[src/rtl/ac_upsp_pkg.sv]
// Shared types and register bit positions for the up-sampler access controller.
package ac_upsp_pkg;

   localparam int unsigned PIXEL_WIDTH     = 24;
   localparam int unsigned UPSTR_START_BIT = 0;
   localparam int unsigned UPENDR_DONE_BIT = 0;

   typedef enum logic [1:0] {IDLE, RUN, FLUSH, DONE} ac_state_e;

   typedef logic [PIXEL_WIDTH-1:0] pixel_t;

endpackage

[src/rtl/ac_upsp_access_if.sv]
// Host control, source stream, up-sampler read/write channels and output stream.
// slave = access controller view, master = surrounding system view.
interface ac_upsp_access_if #(
   parameter int unsigned UPSP_DATA_WIDTH = 24,
   parameter int unsigned CRF_DATA_WIDTH  = 32
);

   logic                       host_start;
   logic                       host_busy;
   logic                       host_done;

   logic                       s_axis_tvalid;
   logic                       s_axis_tready;
   logic [UPSP_DATA_WIDTH-1:0] s_axis_tdata;

   logic [CRF_DATA_WIDTH-1:0]  UPSTR;
   logic [CRF_DATA_WIDTH-1:0]  UPENDR;

   logic                       upsp_ac_rready;
   logic                       ac_upsp_rvalid;
   logic [UPSP_DATA_WIDTH-1:0] ac_upsp_rdata;

   logic                       ac_upsp_wready;
   logic                       upsp_ac_wvalid;
   logic [UPSP_DATA_WIDTH-1:0] upsp_ac_wdata;

   logic                       m_axis_tvalid;
   logic                       m_axis_tready;
   logic [UPSP_DATA_WIDTH-1:0] m_axis_tdata;
   logic                       m_axis_tlast;

   modport slave (
      input  host_start, s_axis_tvalid, s_axis_tdata, UPENDR, upsp_ac_rready,
             upsp_ac_wvalid, upsp_ac_wdata, m_axis_tready,
      output host_busy, host_done, s_axis_tready, UPSTR, ac_upsp_rvalid, ac_upsp_rdata,
             ac_upsp_wready, m_axis_tvalid, m_axis_tdata, m_axis_tlast
   );

   modport master (
      output host_start, s_axis_tvalid, s_axis_tdata, UPENDR, upsp_ac_rready,
             upsp_ac_wvalid, upsp_ac_wdata, m_axis_tready,
      input  host_busy, host_done, s_axis_tready, UPSTR, ac_upsp_rvalid, ac_upsp_rdata,
             ac_upsp_wready, m_axis_tvalid, m_axis_tdata, m_axis_tlast
   );

endinterface

[src/rtl/ac_sync_fifo.sv]
// Synchronous first-word fall-through FIFO; DEPTH must be a power of two.
module ac_sync_fifo #(
   parameter int unsigned WIDTH = 24,
   parameter int unsigned DEPTH = 16
) (
   input  logic             clk,
   input  logic             rst,
   input  logic             push,
   input  logic [WIDTH-1:0] wdata,
   input  logic             pop,
   output logic [WIDTH-1:0] rdata,
   output logic             full,
   output logic             empty
);

   localparam int unsigned AW = (DEPTH > 1) ? $clog2(DEPTH) : 1;

   logic [WIDTH-1:0] mem [DEPTH];
   logic [AW:0]      wptr;
   logic [AW:0]      rptr;
   logic             do_push;
   logic             do_pop;

   // Extra pointer MSB tells full from empty when the indices match.
   assign empty   = (wptr == rptr);
   assign full    = (wptr[AW] != rptr[AW]) && (wptr[AW-1:0] == rptr[AW-1:0]);
   assign do_pop  = pop && !empty;
   assign do_push = push && (!full || pop);
   assign rdata   = mem[rptr[AW-1:0]];

   // Pointer update; indices wrap modulo DEPTH through natural overflow.
   always_ff @(posedge clk) begin
      if (rst) begin
         wptr <= '0;
         rptr <= '0;
      end else begin
         if (do_push) wptr <= wptr + 1'b1;
         if (do_pop)  rptr <= rptr + 1'b1;
      end
   end

   // Storage write, no reset needed on the data array.
   always_ff @(posedge clk) begin
      if (do_push) mem[wptr[AW-1:0]] <= wdata;
   end

endmodule

[src/rtl/ac_upsp_access.sv]
// Access controller: buffers source pixels for the up-sampler, forwards its results
// downstream and sequences one frame per host start via UPSTR/UPENDR.
module ac_upsp_access
   import ac_upsp_pkg::*;
#(
   parameter int unsigned CRF_DATA_WIDTH  = 32,
   parameter int unsigned UPSP_DATA_WIDTH = PIXEL_WIDTH,
   parameter int unsigned SRC_PIXELS      = 518400,
   parameter int unsigned DST_PIXELS      = 8294400,
   parameter int unsigned FIFO_DEPTH      = 16
) (
   input logic          clk,
   input logic          rst,
   ac_upsp_access_if.slave bus
);

   localparam int unsigned CNT_W = $clog2(DST_PIXELS + 1);
   localparam logic [CNT_W-1:0] SRC_MAX  = CNT_W'(SRC_PIXELS);
   localparam logic [CNT_W-1:0] DST_MAX  = CNT_W'(DST_PIXELS);
   localparam logic [CNT_W-1:0] DST_LAST = CNT_W'(DST_PIXELS - 1);

   ac_state_e state, state_nxt;

   logic [CNT_W-1:0] in_cnt, out_cnt, tx_cnt;

   logic [UPSP_DATA_WIDTH-1:0] in_head, out_head;
   logic in_full, in_empty, out_full, out_empty;
   logic run;
   logic s_fire, r_fire, w_fire, m_fire;
   logic unused_upendr_bits;

   assign unused_upendr_bits = ^bus.UPENDR;

   assign run    = (state == RUN);
   assign s_fire = bus.s_axis_tvalid && bus.s_axis_tready;
   assign r_fire = bus.ac_upsp_rvalid && bus.upsp_ac_rready;
   assign w_fire = bus.upsp_ac_wvalid && bus.ac_upsp_wready;
   assign m_fire = bus.m_axis_tvalid && bus.m_axis_tready;

   // Ready/valid gating; data outputs are masked while empty so idle outputs read 0.
   assign bus.s_axis_tready  = run && !in_full && (in_cnt < SRC_MAX);
   assign bus.ac_upsp_rvalid = !in_empty;
   assign bus.ac_upsp_rdata  = in_empty ? '0 : in_head;
   assign bus.ac_upsp_wready = run && !out_full && (out_cnt < DST_MAX);
   assign bus.m_axis_tvalid  = !out_empty;
   assign bus.m_axis_tdata   = out_empty ? '0 : out_head;
   assign bus.m_axis_tlast   = !out_empty && (tx_cnt == DST_LAST);

   ac_sync_fifo #(.WIDTH(UPSP_DATA_WIDTH), .DEPTH(FIFO_DEPTH)) in_fifo (
      .clk(clk), .rst(rst),
      .push(s_fire), .wdata(bus.s_axis_tdata),
      .pop(r_fire), .rdata(in_head),
      .full(in_full), .empty(in_empty)
   );

   ac_sync_fifo #(.WIDTH(UPSP_DATA_WIDTH), .DEPTH(FIFO_DEPTH)) out_fifo (
      .clk(clk), .rst(rst),
      .push(w_fire), .wdata(bus.upsp_ac_wdata),
      .pop(m_fire), .rdata(out_head),
      .full(out_full), .empty(out_empty)
   );

   // Frame state register.
   always_ff @(posedge clk) begin
      if (rst) state <= IDLE;
      else     state <= state_nxt;
   end

   // Next-state and host/register outputs.
   always_comb begin
      state_nxt     = state;
      bus.host_busy = 1'b0;
      bus.host_done = 1'b0;
      bus.UPSTR     = '0;
      case (state)
         IDLE: begin
            if (bus.host_start) state_nxt = RUN;
         end
         RUN: begin
            bus.host_busy              = 1'b1;
            bus.UPSTR[UPSTR_START_BIT] = 1'b1;
            if (in_cnt == SRC_MAX && out_cnt == DST_MAX) state_nxt = FLUSH;
         end
         FLUSH: begin
            bus.host_busy              = 1'b1;
            bus.UPSTR[UPSTR_START_BIT] = 1'b1;
            if (tx_cnt == DST_MAX && bus.UPENDR[UPENDR_DONE_BIT]) state_nxt = DONE;
         end
         DONE: begin
            bus.host_done = 1'b1;
            state_nxt     = IDLE;
         end
         default: state_nxt = IDLE;
      endcase
   end

   // Transfer counters: cleared on frame start, saturating at their limits.
   always_ff @(posedge clk) begin
      if (rst || (state == IDLE && bus.host_start)) begin
         in_cnt  <= '0;
         out_cnt <= '0;
         tx_cnt  <= '0;
      end else begin
         if (s_fire && in_cnt < SRC_MAX)  in_cnt  <= in_cnt + CNT_W'(1);
         if (w_fire && out_cnt < DST_MAX) out_cnt <= out_cnt + CNT_W'(1);
         if (m_fire && tx_cnt < DST_MAX)  tx_cnt  <= tx_cnt + CNT_W'(1);
      end
   end

endmodule

[src/flat_wrapper.sv]
// flat-port wrapper written by rule: the top's interface ports become plain ports
module ac_upsp_access_flat import ac_upsp_pkg::*;
#(
   parameter int unsigned CRF_DATA_WIDTH  = 32,
   parameter int unsigned UPSP_DATA_WIDTH = PIXEL_WIDTH,
   parameter int unsigned SRC_PIXELS      = 518400,
   parameter int unsigned DST_PIXELS      = 8294400,
   parameter int unsigned FIFO_DEPTH      = 16
)
  (clk, rst, bus_host_start, bus_s_axis_tvalid, bus_s_axis_tdata, bus_UPENDR, bus_upsp_ac_rready, bus_upsp_ac_wvalid, bus_upsp_ac_wdata, bus_m_axis_tready, bus_host_busy, bus_host_done, bus_s_axis_tready, bus_UPSTR, bus_ac_upsp_rvalid, bus_ac_upsp_rdata, bus_ac_upsp_wready, bus_m_axis_tvalid, bus_m_axis_tdata, bus_m_axis_tlast);
  ac_upsp_access_if #(.UPSP_DATA_WIDTH(UPSP_DATA_WIDTH), .CRF_DATA_WIDTH(CRF_DATA_WIDTH)) bus_i ();
  input logic clk;
  input logic rst;
  input wire logic [$bits(bus_i.host_start)-1:0] bus_host_start;
  input wire logic [$bits(bus_i.s_axis_tvalid)-1:0] bus_s_axis_tvalid;
  input wire logic [$bits(bus_i.s_axis_tdata)-1:0] bus_s_axis_tdata;
  input wire logic [$bits(bus_i.UPENDR)-1:0] bus_UPENDR;
  input wire logic [$bits(bus_i.upsp_ac_rready)-1:0] bus_upsp_ac_rready;
  input wire logic [$bits(bus_i.upsp_ac_wvalid)-1:0] bus_upsp_ac_wvalid;
  input wire logic [$bits(bus_i.upsp_ac_wdata)-1:0] bus_upsp_ac_wdata;
  input wire logic [$bits(bus_i.m_axis_tready)-1:0] bus_m_axis_tready;
  output wire logic [$bits(bus_i.host_busy)-1:0] bus_host_busy;
  output wire logic [$bits(bus_i.host_done)-1:0] bus_host_done;
  output wire logic [$bits(bus_i.s_axis_tready)-1:0] bus_s_axis_tready;
  output wire logic [$bits(bus_i.UPSTR)-1:0] bus_UPSTR;
  output wire logic [$bits(bus_i.ac_upsp_rvalid)-1:0] bus_ac_upsp_rvalid;
  output wire logic [$bits(bus_i.ac_upsp_rdata)-1:0] bus_ac_upsp_rdata;
  output wire logic [$bits(bus_i.ac_upsp_wready)-1:0] bus_ac_upsp_wready;
  output wire logic [$bits(bus_i.m_axis_tvalid)-1:0] bus_m_axis_tvalid;
  output wire logic [$bits(bus_i.m_axis_tdata)-1:0] bus_m_axis_tdata;
  output wire logic [$bits(bus_i.m_axis_tlast)-1:0] bus_m_axis_tlast;
  assign bus_i.host_start = bus_host_start;
  assign bus_i.s_axis_tvalid = bus_s_axis_tvalid;
  assign bus_i.s_axis_tdata = bus_s_axis_tdata;
  assign bus_i.UPENDR = bus_UPENDR;
  assign bus_i.upsp_ac_rready = bus_upsp_ac_rready;
  assign bus_i.upsp_ac_wvalid = bus_upsp_ac_wvalid;
  assign bus_i.upsp_ac_wdata = bus_upsp_ac_wdata;
  assign bus_i.m_axis_tready = bus_m_axis_tready;
  assign bus_host_busy = bus_i.host_busy;
  assign bus_host_done = bus_i.host_done;
  assign bus_s_axis_tready = bus_i.s_axis_tready;
  assign bus_UPSTR = bus_i.UPSTR;
  assign bus_ac_upsp_rvalid = bus_i.ac_upsp_rvalid;
  assign bus_ac_upsp_rdata = bus_i.ac_upsp_rdata;
  assign bus_ac_upsp_wready = bus_i.ac_upsp_wready;
  assign bus_m_axis_tvalid = bus_i.m_axis_tvalid;
  assign bus_m_axis_tdata = bus_i.m_axis_tdata;
  assign bus_m_axis_tlast = bus_i.m_axis_tlast;
  ac_upsp_access #(.CRF_DATA_WIDTH(CRF_DATA_WIDTH), .UPSP_DATA_WIDTH(UPSP_DATA_WIDTH), .SRC_PIXELS(SRC_PIXELS), .DST_PIXELS(DST_PIXELS), .FIFO_DEPTH(FIFO_DEPTH)) u_core (.clk(clk), .rst(rst), .bus(bus_i));
endmodule
[config.mk]
export PLATFORM = sky130hd
export DESIGN_NAME = ac_upsp_access_flat
export DESIGN_NICKNAME = d
export VERILOG_FILES = /design/src/rtl/ac_upsp_pkg.sv /design/src/rtl/ac_upsp_access_if.sv /design/src/rtl/ac_sync_fifo.sv /design/src/rtl/ac_upsp_access.sv /design/src/flat_wrapper.sv
export SDC_FILE = /design/constraint.sdc
export NUM_CORES = 1
export LEC_CHECK = 0
export ABC_AREA = 0
export CORE_ASPECT_RATIO = 0.5
export CORE_MARGIN = 2
export CORE_UTILIZATION = 55
export DETAILED_ROUTE_END_ITERATION = 8
export DONT_BUFFER_PORTS = 1
export PLACE_DENSITY_LB_ADDON = 0.1
export SYNTH_ARGS = -nofsm -noshare
export SYNTH_HDL_FRONTEND = slang
export SYNTH_HIERARCHICAL = 1
export SYNTH_SLANG_ARGS = --single-unit
[constraint.sdc]
create_clock -name clk -period 4.2 [get_ports clk]
set_input_delay 0.84 -clock clk [delete_from_list [all_inputs] [get_ports clk]]
set_output_delay 0.84 -clock clk [all_outputs]
set_load 0.02 [all_outputs]
## Word-level counts from Yosys, hierarchy flattened

Memories as Yosys holds them, arrays and structs flattened. A register that Yosys moved wholly into a read port is not among the register bits.
Cells that the tools add are included.
W data, S select, Z words.

| cells by class | value |
|---|---|
| add/sub/neg operators | 7 |
| $lt $le $gt $ge | 3 |
| equal/unequal tests | 16 |
| multiplexer cells | 16 |
| reductions and logical operators | 31 |

Operator list:

| cell | count |
|---|---|
| $add A23 B1 Y23 const B | 3 |
| $eq A23 B23 Y1 const B | 3 |
| $mux W24 | 2 |
| $lt A23 B23 Y1 const B | 2 |
| $eq A23 B19 Y1 const B | 1 |
| $lt A23 B19 Y1 const B | 1 |
| $logic_and A1 B1 Y1 | 21 |
| $add A5 B1 Y5 const B | 4 |
| $mux W4 | 4 |
| $eq A5 B5 Y1 | 2 |
| $eq A4 B4 Y1 | 2 |
| $pmux W2 S4 | 1 |
| $mux W1 | 6 |
| $mux W2 | 3 |
| $eq A2 B2 Y1 const B | 2 |
| $logic_not A1 Y1 | 4 |
| $ne A2 B2 Y1 const B | 2 |
| $logic_or A1 B1 Y1 | 3 |
| $reduce_and A3 Y1 | 1 |
| $eq A2 B1 Y1 const B | 1 |
| $logic_not A2 Y1 | 1 |
| $ne A1 B1 Y1 | 2 |
| $ne A2 B1 Y1 const B | 1 |
| $reduce_or A2 Y1 | 1 |

| storage, ports and cells | value |
|---|---|
| register bits after elaboration | 91 |
| memory bits (writable) | 768 |
| bits of input ports | 87 |
| logic and storage cells | 83 |
| memories kept | 2 |

Memories:

| memory | depth | width | rd ports | clocked after memory_dff | wr ports | RTL line | text |
|---|---|---|---|---|---|---|---|
| u_core.in_fifo.mem | 16 | 24 | 1 | 1 | 1 | ac_sync_fifo.sv:18 | `logic [WIDTH-1:0] mem [DEPTH];` |
| u_core.out_fifo.mem | 16 | 24 | 1 | 1 | 1 | ac_sync_fifo.sv:18 |  |

## Depth between registers and ports, before layout

| logic depth | value |
|---|---|
| depth after elaboration | 9 |
| depth in mapped cells | 12 |

## Cells and area by module

Netlist, hierarchy kept.

Modules (own cells, without submodules):

| module | times used | cells an instance | area each (um^2) |
|---|---|---|---|
| ac_sync_fifo | 2 | 618 | 15192.1 |
| ac_upsp_access | 1 | 519 | 4271.6 |

## Least setup slack after synthesis

No wires, ideal clock.

| timing path | value |
|---|---|
| kind | register to register |
| start | reg u_core.out_fifo.wptr[3] |
| end | mem u_core.out_fifo.mem[3][0] (enable) |
| arrival time | 3.346 ns |
| required time | 3.765 ns |
| setup slack | 0.418 ns |
| stages on the path, launching flop included | 12 |
| path buffers | 2 |
| period minus slack after synthesis | 3.782 ns |
| cell sequence | dfxtp_1 -> clkbuf_2 -> xnor2_1 -> nand4_2 -> nor2_1 -> nor2b_1 -> clkbuf_1 -> nand3_2 -> inv_1 -> and2_1 -> o31ai_2 -> nor3_1 |

| between the ends | value |
|---|---|
| cells in the longest elaborated chain, start to end | 9 |
| elaborated cells between the ends (all ways) | 13 |

Ends and longest elaborated chain:

| what | RTL line | text |
|---|---|---|
| start: declaration | ac_sync_fifo.sv:19 | `logic [AW:0] wptr;` |
| start signal: assignment | ac_sync_fifo.sv:37 | `if (do_push) wptr <= wptr + 1'b1;` |
| $eq A4 B4 Y1 | ac_sync_fifo.sv:26 | `assign full = (wptr[AW] != rptr[AW]) && (wptr[AW-1:0] == rptr[AW-1:0]);` |
| $logic_and A1 B1 Y1 | ac_sync_fifo.sv:26 |  |
| net u_core.out_full | ac_upsp_access.sv:27 | `logic in_full, in_empty, out_full, out_empty;` |
| $logic_not A1 Y1 | ac_upsp_access.sv:44 | `assign bus.ac_upsp_wready = run && !out_full && (out_cnt < DST_MAX);` |
| $logic_and A1 B1 Y1 (2 in series) | ac_upsp_access.sv:44 |  |
| $logic_and A1 B1 Y1 | ac_upsp_access.sv:37 | `assign w_fire = bus.upsp_ac_wvalid && bus.ac_upsp_wready;` |
| net u_core.w_fire | ac_upsp_access.sv:29 | `logic s_fire, r_fire, w_fire, m_fire;` |
| $logic_and A1 B1 Y1 | ac_sync_fifo.sv:28 | `assign do_push = push && (!full \|\| pop);` |
| $mux W1 | ac_sync_fifo.sv:44 | `if (do_push) mem[wptr[AW-1:0]] <= wdata;` |
| $mux W1 (implied by the code) | ac_sync_fifo.sv:44 |  |
| end: declaration | ac_sync_fifo.sv:18 |  |

The timed path passes the listed nets, and every way through them passes these cells.

==> flow_summary.yaml <==
run_status:
  status: "finished, final reports clean"
clock_tree:
  cts_tree: "yes"
  worstSkewPairLatency_ns: 0.61
  htreeDepth: 3
  holdBufCountCts: 0
  path_clk_slew_ns: 0.07
  cts_inserted_buffers: 74
  cts_root_buf: "clkbuf_16"
  post_cts_buffers: 0
  cts-resized-gates: 0
  cts_buffer_depth: 3
  clkSinkCount: 867
synthesis:
  synth_area_sq_um: 34660
  ys_async_sr_fraction: 0
  synth_warnings: 6
  avgSynthCellArea_sq_um: 19.75
  synth_enable_flop_cells: 768
  synth-seq-cells: 867
  synth_flop_cell: "edfxtp_1"
  synth.distinct_cells: 59
  syn-instance-count: 1755
  yosysSeqAreaShare: 0.7227
detailed_routing:
  routedWlPerCell_microns: 26.29
  drc: 0
  dr.first_iter.drc_count: 1681
  vias_per_cell: 6.173
  dr.pass1.iters: 5
  drt-total-wl_microns: 70850
  vias: 16640
  ant_nets: 0
worst_hold_path:
  hold_path_class: "input port to register"
  holdPathEnd: "u_core/state[1]$_SDFFE_PP0P_"
  hold_start: "rst"
  whs_path_depth: 1
worst_setup_path:
  crit_family: "multiplexers"
  worstReg2RegStart: "u_core/out_fifo/wptr[2]$_SDFFE_PP0P_"
  critPathArrivalTime_ns: 3.02
  cp_num_cells: 4
  r2r_cells: 8
  cp_common_cell: "mux4_2"
  critPathBufInv: 1
  crit_path_start_kind: "register"
  worstPathRequired_ns: 3.36
  rr_endpoint: "u_core/out_fifo/mem[14][16]$_DFFE_PP_"
  rrSetupSlack_ns: 0.78
  critPathMaxFanout: 25
  path_cells: "buf_4 > mux4_2 > mux4_2 > nor2b_1"
  cpMaxStageDelayCell: "dfxtp_4"
  cp-end-kind: "primary output"
  max_stage_delay_ns: 0.71
  path_class: "register to primary output"
sta:
  rsz0062_at_grt: "no"
  slew_violations: 0
  worst_pin_slew_ns: 0.7341
  hold_viol_final: 0
  setup_tns_ns: 0
  period_share: 0.9185
  fmax_mhz: 259.2
  fin_skew_ns: 0.01815
  final.min_clock_period_ns: 3.858
  maxSlewHeadroom: 0.5077
  setup-violations-final: 0
global_routing:
  gr-total-overflow: 0
  grt_pass1_wl_microns: 106900
  antenna_found_initial: 0
  first_global_vias: 17230
  grt_max_degree: 57
  grt.total_usage: 0.2204
placed_design:
  io_buffers: 0
  routabilityCongestion: 0.8537
  dp_hpwl_microns: 39860
  dpl_cell_area_sq_um: 35850
pwr:
  power_leakage_uw: 0.01177
  ir_worst_vdd_mv: 0.3046
  power_density_nw_per_um2: 453.4
cells_and_area:
  final_common_cell: "edfxtp_1"
  n_fill_cell: 4206
  drive_gt1_frac: 0.2342
  layout_common_cells: "768 x edfxtp_1, 240 x mux4_2, 93 x dfxtp_1"
  syn2layout_area_growth_pct: 10.00
  nets: 1919
  n_antenna_cell: 0
  fin_area_sq_um: 38120
die:
  ioPinCount: 174
  initial_core_util: 0.5613
  die_h_microns: 181.5
  die_x_microns: 359.0
  die_area_sq_um: 65160
  num_rows: 64
  fp.coreArea_sq_um: 61740
flow_run:
  max_cap_violations: 0
-- worst reg2reg max path: cells and delay by family, from the launching register on --
kind | cells | cell delay (ns)
AO/OA/AOI/OAI | 1 | 0.52
XOR/XNOR | 1 | 0.18
buffers and inverters | 2 | 0.60
flip-flops | 1 | 0.50
AND/OR/NAND/NOR | 4 | 1.37
-- cell type report --
| cell class | count | area [sq um] | area share |
|---|---|---|---|
| sequential | 867 | 25060 | 0.6574 |
| multi-input combinational | 781 | 8967 | 0.2352 |
| clock buffer | 98 | 2016 | 0.05287 |
| tap | 825 | 1032 | 0.02708 |
| timing repair buffer | 66 | 708.2 | 0.01858 |
| clock inverter | 37 | 259.0 | 0.006794 |
| inverter | 21 | 78.83 | 0.002068 |
-- cell families (layout without fill, tap and decap cells) --
group | Yosys count | after routing | synth area share
other | 1 | 31 | 0.0001082
AO/OA/AOI/OAI | 70 | 70 | 0.01469
multiplexers | 247 | 247 | 0.1581
AND/OR/NAND/NOR | 345 | 345 | 0.05679
XOR/XNOR | 67 | 67 | 0.01693
flip-flops | 867 | 867 | 0.7227
adder cells (fa/ha/maj) | 21 | 21 | 0.007582
buffers and inverters | 137 | 222 | 0.02318
-- cells in the mapped netlist, types with 24 or more instances --
library cell | n | area, sq um
and3_1 | 38 | 237.7
buf_2 | 24 | 120.1
buf_4 | 32 | 240.2
clkbuf_1 | 37 | 138.9
dfxtp_1 | 99 | 1982
edfxtp_1 | 768 | 23060
mux4_2 | 240 | 5405
nand4_1 | 32 | 200.2
nor2_1 | 85 | 319.1
nor2b_1 | 61 | 381.6
xnor2_1 | 43 | 376.6
xor2_1 | 24 | 210.2
-- per-stage QoR --
stage | hold slack (ns) | util | setup slack [ns] | power, uW | std cells
global route | 0.2531 | 0.6175 | 0.1853 | 17860 | 2695
detailed placement | 0.4563 | 0.5806 | 0.7606 | 10950 | 2560
CTS | 0.2577 | 0.6175 | 0.2260 | 17430 | 2695
floorplan | 0.4298 | - | 0.4185 | 10670 | 1785
finish | 0.2978 | 0.6175 | 0.3424 | 17280 | 2695
global placement | 0.4505 | 0.5806 | 0.8918 | 10910 | 2560
-- registers in the layout (all words and copies together) (netlist names), 23 cells and up, named ones only --
| name | flops |
|---|---|
| u_core/out_cnt | 23 |
| u_core/in_cnt | 23 |
| u_core/in_fifo/mem | 384 |
| u_core/tx_cnt | 23 |
| u_core/out_fifo/mem | 384 |
-- routing by layer --
layer / GRT usage / vias to the layer above / part of all wire
met2: 0.3702 / 550 / 0.50
met3: 0.04035 / 105 / 0.057
li1: - / 7188 / -
met5: 0 / - / 0
met4: 0.05232 / 0 / 0.019
met1: 0.3046 / 8793 / 0.42
-- how the worst max path moves through the flow --
stage | startpoint | endpoint | slack (ns)
after floorplan | u_core/out_fifo/wptr[3]$_SDFFE_PP0P_ | u_core/out_fifo/mem[3][0]$_DFFE_PP_ | 0.42
after global placement | u_core/out_fifo/wptr[2]$_SDFFE_PP0P_ | u_core/out_fifo/mem[14][6]$_DFFE_PP_ | 0.89
after detailed placement | u_core/out_fifo/wptr[2]$_SDFFE_PP0P_ | u_core/out_fifo/mem[14][7]$_DFFE_PP_ | 0.76
after CTS | register | bus_ac_upsp_rdata[23] | 0.23
after global routing | register | bus_ac_upsp_rdata[23] | 0.19
final | register | bus_ac_upsp_rdata[23] | 0.34
-- where the power goes --
group	internal [uW]	switching (uW)
clock	3530	3000
sequential	9500	58.2
combinational	408	781
No activity file was read; power rests on OpenSTA's default activity.
